$ cat src/rtl/wb_pkg.sv
// Shared Wishbone definitions: bus widths and initiator FSM state encodings.
package wb_pkg;

   localparam int WB_DATA_W = 32;
   localparam int WB_SEL_W  = 4;

   typedef enum logic [1:0] {
      ST_IDLE = 2'd0,
      ST_BUS  = 2'd1,
      ST_RESP = 2'd2
   } wb_state_e;

endpackage

$ cat src/rtl/wb_timeout_ctr.sv
// Bus-cycle watchdog counter: counts BUS cycles without ack/err and flags
// the final allowed cycle. Only instantiated when WB_TIMEOUT_EN is defined.
module wb_timeout_ctr #(
   parameter int LIMIT = 256,
   parameter int CNT_W = $clog2(LIMIT)
) (
   input  logic clk,
   input  logic rst_n,
   input  logic clear,
   input  logic enable,
   output logic expired
);

   logic [CNT_W-1:0] cnt;

   always_ff @(posedge clk or negedge rst_n) begin
      if (!rst_n)      cnt <= '0;
      else if (clear)  cnt <= '0;
      else if (enable) cnt <= cnt + 1'b1;
   end

   assign expired = (cnt == CNT_W'(LIMIT - 1));

endmodule

$ cat src/rtl/wb_initiator.sv
// Wishbone classic single-transfer initiator, one outstanding transfer.
// Define WB_TIMEOUT_EN to abort bus cycles that see no ack/err in TIMEOUT_CYCLES.
module wb_initiator
   import wb_pkg::*;
#(
   parameter int ADDR_W         = 32,
   parameter int TIMEOUT_CYCLES = 256
) (
   input  logic                 wb_clk_i,
   input  logic                 wb_rst_ni,
   input  logic                 req_valid_i,
   output logic                 req_ready_o,
   input  logic [ADDR_W-1:0]    req_addr_i,
   input  logic                 req_we_i,
   input  logic [WB_SEL_W-1:0]  req_sel_i,
   input  logic [WB_DATA_W-1:0] req_wdata_i,
   output logic                 rsp_valid_o,
   input  logic                 rsp_ready_i,
   output logic [WB_DATA_W-1:0] rsp_rdata_o,
   output logic                 rsp_err_o,
   output logic                 wb_cyc_o,
   output logic                 wb_stb_o,
   output logic                 wb_we_o,
   output logic [ADDR_W-1:0]    wb_adr_o,
   output logic [WB_SEL_W-1:0]  wb_sel_o,
   output logic [WB_DATA_W-1:0] wb_dat_o,
   input  logic [WB_DATA_W-1:0] wb_dat_i,
   input  logic                 wb_ack_i,
   input  logic                 wb_err_i
);

   wb_state_e state;
   logic      accept;
   logic      bus_done;
   logic      timeout_hit;

   assign accept   = req_valid_i & req_ready_o;
   assign bus_done = wb_ack_i | wb_err_i;

`ifdef WB_TIMEOUT_EN
   // Counter is cleared on the accept edge, so it reads 0 in the first BUS cycle.
   wb_timeout_ctr #(.LIMIT(TIMEOUT_CYCLES)) u_timeout (
      .clk     (wb_clk_i),
      .rst_n   (wb_rst_ni),
      .clear   (accept),
      .enable  ((state == ST_BUS) && !bus_done),
      .expired (timeout_hit)
   );
`else
   assign timeout_hit = 1'b0;
`endif

   always_ff @(posedge wb_clk_i or negedge wb_rst_ni) begin
      if (!wb_rst_ni) begin
         state       <= ST_IDLE;
         req_ready_o <= 1'b1;
         rsp_valid_o <= 1'b0;
         rsp_rdata_o <= '0;
         rsp_err_o   <= 1'b0;
         wb_cyc_o    <= 1'b0;
         wb_stb_o    <= 1'b0;
         wb_we_o     <= 1'b0;
         wb_adr_o    <= '0;
         wb_sel_o    <= '0;
         wb_dat_o    <= '0;
      end else begin
         case (state)
            ST_IDLE: begin
               if (accept) begin
                  req_ready_o <= 1'b0;
                  wb_adr_o    <= req_addr_i;
                  wb_we_o     <= req_we_i;
                  wb_sel_o    <= req_sel_i;
                  wb_dat_o    <= req_wdata_i;
                  wb_cyc_o    <= 1'b1;
                  wb_stb_o    <= 1'b1;
                  state       <= ST_BUS;
               end
            end
            ST_BUS: begin
               // A timeout with no ack/err reports as an error; err beats ack.
               if (bus_done || timeout_hit) begin
                  wb_cyc_o    <= 1'b0;
                  wb_stb_o    <= 1'b0;
                  rsp_valid_o <= 1'b1;
                  rsp_err_o   <= wb_err_i | !bus_done;
                  rsp_rdata_o <= (!wb_we_o && wb_ack_i && !wb_err_i) ? wb_dat_i : '0;
                  state       <= ST_RESP;
               end
            end
            ST_RESP: begin
               if (rsp_ready_i) begin
                  rsp_valid_o <= 1'b0;
                  req_ready_o <= 1'b1;
                  state       <= ST_IDLE;
               end
            end
            default: begin
               state       <= ST_IDLE;
               req_ready_o <= 1'b1;
               rsp_valid_o <= 1'b0;
               wb_cyc_o    <= 1'b0;
               wb_stb_o    <= 1'b0;
            end
         endcase
      end
   end

endmodule

$ cat config.mk
export PLATFORM = sky130hd
export DESIGN_NAME = wb_initiator
export DESIGN_NICKNAME = d
export VERILOG_FILES = /design/src/rtl/wb_pkg.sv /design/src/rtl/wb_timeout_ctr.sv /design/src/rtl/wb_initiator.sv
export SDC_FILE = /design/constraint.sdc
export NUM_CORES = 1
export LEC_CHECK = 0
export CORE_UTILIZATION = 30
export DETAILED_ROUTE_END_ITERATION = 8
export GPL_ROUTABILITY_DRIVEN = 0
export SLEW_MARGIN = 25
export SYNTH_ARGS = -nofsm -noshare
export SYNTH_HDL_FRONTEND = slang
export SYNTH_HIERARCHICAL = 1
export SYNTH_SLANG_ARGS = --single-unit
$ cat constraint.sdc
create_clock -name wb_clk_i -period 2 [get_ports wb_clk_i]
set_input_delay 0.3 -clock wb_clk_i [delete_from_list [all_inputs] [get_ports wb_clk_i]]
set_output_delay 0.3 -clock wb_clk_i [all_outputs]
set_load 0.1 [all_outputs]
### Yosys cells after proc, flatten, opt, wreduce, memory -nomap -nowiden

Index checks and enable logic that the tools add are counted.

* bits in registers: 107
* input port bits: 107
* output and inout port bits: 106
* word-level logic and storage cells: 47

* eq/ne operators: 5
* multiplexer cells: 14
* bitwise operators: 6
* reduce and logical (&&, ||, !) cells: 12

Operators with widths (count)
* $mux 32: 1
* $reduce_and 3->1: 4
* $pmux 1 s3: 3
* $mux 1: 6
* $mux 2: 3
* $ne 2x2->1 const B: 3
* $pmux 2 s3: 1
* $reduce_and 2->1: 2
* $logic_not 1->1: 3
* $not 1->1: 3
* $eq 2x1->1 const B: 1
* $eq 2x2->1 const B: 1
* $logic_and 1x1->1: 2
* $logic_not 2->1: 1
* $or 1x1->1: 2
* $and 1x1->1: 1

### Depth between registers and ports, before layout

* depth in word-level cells: 4
* depth in mapped cells: 5
* mapped depth without buffers: 3

### Worst setup path before layout

No wires, ideal clock.

* kind: flip-flop to flip-flop
* from: register req_ready_o
* to: register wb_we_o
* setup time: 0.126 ns
* arrival time: 1.894 ns
* required time: 1.874 ns
* slack: -0.020 ns
* cell stages (with the launch flop): 5
* path buffers: 1
* clock period less this slack: 2.020 ns
* path through: dfstp_2 -> nand2_1 -> nor3_4 -> buf_6 -> mux2_2

* longest elaborated chain between the ends: 2

Ends and longest elaborated chain
* from (decl): RTL line wb_initiator.sv:12 `output logic req_ready_o,`
* from (signal assigned): RTL line wb_initiator.sv:56 `req_ready_o <= 1'b1;`
* from (signal assigned): RTL line wb_initiator.sv:70 `req_ready_o <= 1'b0;`
* from (signal assigned): RTL line wb_initiator.sv:94 `req_ready_o <= 1'b1;`
* $and 1x1->1: RTL line wb_initiator.sv:37 `assign accept = req_valid_i & req_ready_o;`
* $reduce_and 2->1 (no line)
* to (signal assigned): RTL line wb_initiator.sv:72 `wb_we_o <= req_we_i;`
* to (decl): RTL line wb_initiator.sv:23 `output logic wb_we_o,`

Every way passes these cells.
A chain may end at the register's enable or synchronous reset.

### Worst setup path after layout

* from: register req_ready_o
* to: register wb_adr_o[6]

* longest elaborated chain between the ends: 2

Ends and longest elaborated chain
* $and 1x1->1: RTL line wb_initiator.sv:37
* $reduce_and 2->1 (no line)
* to (signal assigned): RTL line wb_initiator.sv:71 `wb_adr_o <= req_addr_i;`
* to (decl): RTL line wb_initiator.sv:24 `output logic [ADDR_W-1:0] wb_adr_o,`

Every way passes these cells.

==> run summary <==
Outcome = completed
Critical path type = flip-flop to flip-flop
Setup TNS = 0 ps
Worst skew pair latency = 340 ps
Max Cap Viol = 0
Worst path cell trace = nand2_1, nor3_4, buf_12, mux2_2
Detailed Route Iter0 Violations = 96
Total Nets Final = 569
Min-delay worst type = input pin to async pin
Post-route insts no fill = 638
CTS tree = yes
Critical Path Fanout Max = 43
Multiplexer share of the synthesized area = 19.4%
Post-synthesis sequential area ratio = 66.8%
Final Util = 49.9%
Final Slew Violations = 0
CTS Hold Buffers Added = 1
Share of layout cells above drive strength 1 = 43.1%
Vias = 2839
Most frequent cells after synthesis = 106 x dfrtp_1, 69 x mux2_2, 33 x a22o_1
Top FF cell, synth = dfrtp_1
Clk sink count = 107
Post-CTS sizing = 0
Worst path slowest cell = dfstp_4
Synth area leader = dfrtp_1
Crit path time final = 1730 ps
Area Overhead vs Synth = 59.5%
WL/cell = 15.1 um
Clock Path Buffers = 2
Largest family of logic cells by synthesized area = multiplexers
Top-count cell post-synth = dfrtp_1
Warning count from the yosys run = 6
Net Count, Synth = 353
Chip width = 118 um
Clock root buffer master = clkbuf_16
Num ports = 213
Yosys top cell area share = 66.1%
Diode count = 0
Cell variety after synth = 21
I/O Buffers = 212
Detail Route Antenna Nets = 0
Htree depth = 3
CTS Buf Count = 9
Grt ovf = 0
Buffers plus inverters on the worst setup path = 1
DRT Pass-1 Iters = 4
CP arrival = 1950 ps
Post-Syn Area per Cell = 16.3 um^2
Vias/cell = 4.45
Complex-gate fraction of the synthesized area = 8.39%
Hold Vio Cnt, Final = 0
DRC = 0
GRT Util Overall = 14.5%
P per Cell Area = 673 nW/um^2
Full die area = 13800 um^2
Syn Std Cell Area = 4010 um^2
Worst IR Drop VDD = 0.393 mV
Crit end category = flip-flop
Slew HR = 70.6%
Final period util = 86.5%
Pleak = 3.24 nW
Xor/xnor share of the synthesized area = 0%
Core Area = 12800 um^2
Largest net degree at the start of global routing = 47
Row count = 41
Worst-margin pin slew = 441 ps
Number of global-route vias before repair = 2931
Starting Density = 31.3%
Crit start category = flip-flop
Synthesized flop and latch total = 107
Synth Area in Simple Gates = 1.81%
R2R Setup Slk = 270 ps
HPWL after detailed placement = 7050 um
Fmax = 578 MHz
RR Startpoint = req_ready_o$_DFFE_PN1P_
Delay-heaviest family, CP = flip-flops
First-pass GRT wire length = 15600 um
Critical Path RT = 2220 ps
RSZ-0062 raised after global routing = false
Clk slew on worst S/H paths = 70 ps
Post-Route WL = 9610 um
Post-Route Skew = 7.98 ps
Placed insts = 622
CP Launch Point = req_ready_o$_DFFE_PN1P_
Ys async rst share = 100%
Adder-Cell Fraction of Synth Area = 0%
Antenna violations before repair = 0
EDFF count, synth = 0
Post-Synthesis Cells = 246
CP max stage delay = 640 ps
Final setup viols = 0
Setup bufs post-CTS = 0
Die Ht = 118 um
Top cells by area, synth = dfrtp_1 66%, mux2_2 19%, a22o_1 7.2%
-- final timing paths --
path | endpoint | cells after the start
setup reg to reg | wb_adr_o[6]$_DFFE_PN0P_ | 4
hold reg to reg | wb_dat_o[18]$_DFFE_PN0P_ | 1
setup / recovery | wb_adr_o[6]$_DFFE_PN0P_ | 4
max in group asynchronous | req_ready_o$_DFFE_PN1P_ | 3
hold / removal | wb_sel_o[2]$_DFFE_PN0P_ | 2
min in group wb_clk_i | wb_dat_o[18]$_DFFE_PN0P_ | 1
-- layer usage --
layer  track usage [%]  share of wire [%]  up-vias
met1              17.9                 43     1379
li1                  -                  -     1328
met5                 0                  0        -
met3              4.65                7.8       10
met2              22.6                 48      122
met4              7.21                1.7        0
-- through the flow --
step	setup WS, ps	instance area [um^2]	power [mW]	hold slack [ps]
6_report	271	6400	4.31	439
5_1_grt	206	6400	4.48	472
4_1_cts	265	6400	4.39	445
3_5_place_dp	120	6080	2.48	282
3_3_place_gp	130	6080	2.48	278
2_1_floorplan	108	4020	2.22	4.41
-- power by group --
group	switching (mW)	total, mW	leakage (nW)	internal, mW
sequential	0.000518	2.16	1.49	2.16
clock	0.742	1.87	0.150	1.13
combinational	0.0821	0.273	1.60	0.191
total	0.824	4.31	3.24	3.48
-- layout make-up --
cell class	instances	area [um^2]
Tap cell	172	215
Timing Repair Buffer	221	1990
Fill cell	1167	6430
Inverter	2	7.51
Sequential cell	107	2680
Clock buffer	13	250
Multi-Input combinational cell	121	1200
Clock inverter	2	60.1
-- kinds of logic after synthesis --
| logic type | count (synthesis) |
|---|---|
| AND/OR/NAND/NOR | 12 |
| multiplexers | 69 |
| buffers and inverters | 18 |
| flip-flops | 107 |
| AO/OA/AOI/OAI | 40 |
-- state kept, by name, indices dropped and copies added (netlist names) --
| name | cells |
|---|---|
| rsp_err_o | 1 |
| wb_adr_o | 32 |
| wb_stb_o | 1 |
| wb_dat_o | 32 |
| wb_sel_o | 4 |
| wb_we_o | 1 |
| state | 2 |
| rsp_rdata_o | 32 |
| rsp_valid_o | 1 |
| req_ready_o | 1 |
-- cells in the final DEF (no fill, tap or decap), types with 3 or more instances in the layout --
| master | Yosys | final |
|---|---|---|
| buf_4 | 4 | 110 |
| dfrtp_1 | 106 | 106 |
| clkdlybuf4s50_1 | 0 | 105 |
| mux2_2 | 69 | 69 |
| a22o_1 | 33 | 33 |
| clkbuf_16 | 0 | 9 |
| buf_12 | 0 | 5 |
| nand2_1 | 4 | 4 |
| nor2_1 | 3 | 3 |
| clkbuf_1 | 0 | 3 |
-- worst reg2reg max path, stage by stage (launching register included) --
cell     delay (ps)
dfstp_4         640
nand2_1          90
nor3_4          200
buf_12          270
mux2_2          400
No activity file was read; power rests on OpenSTA's default activity.
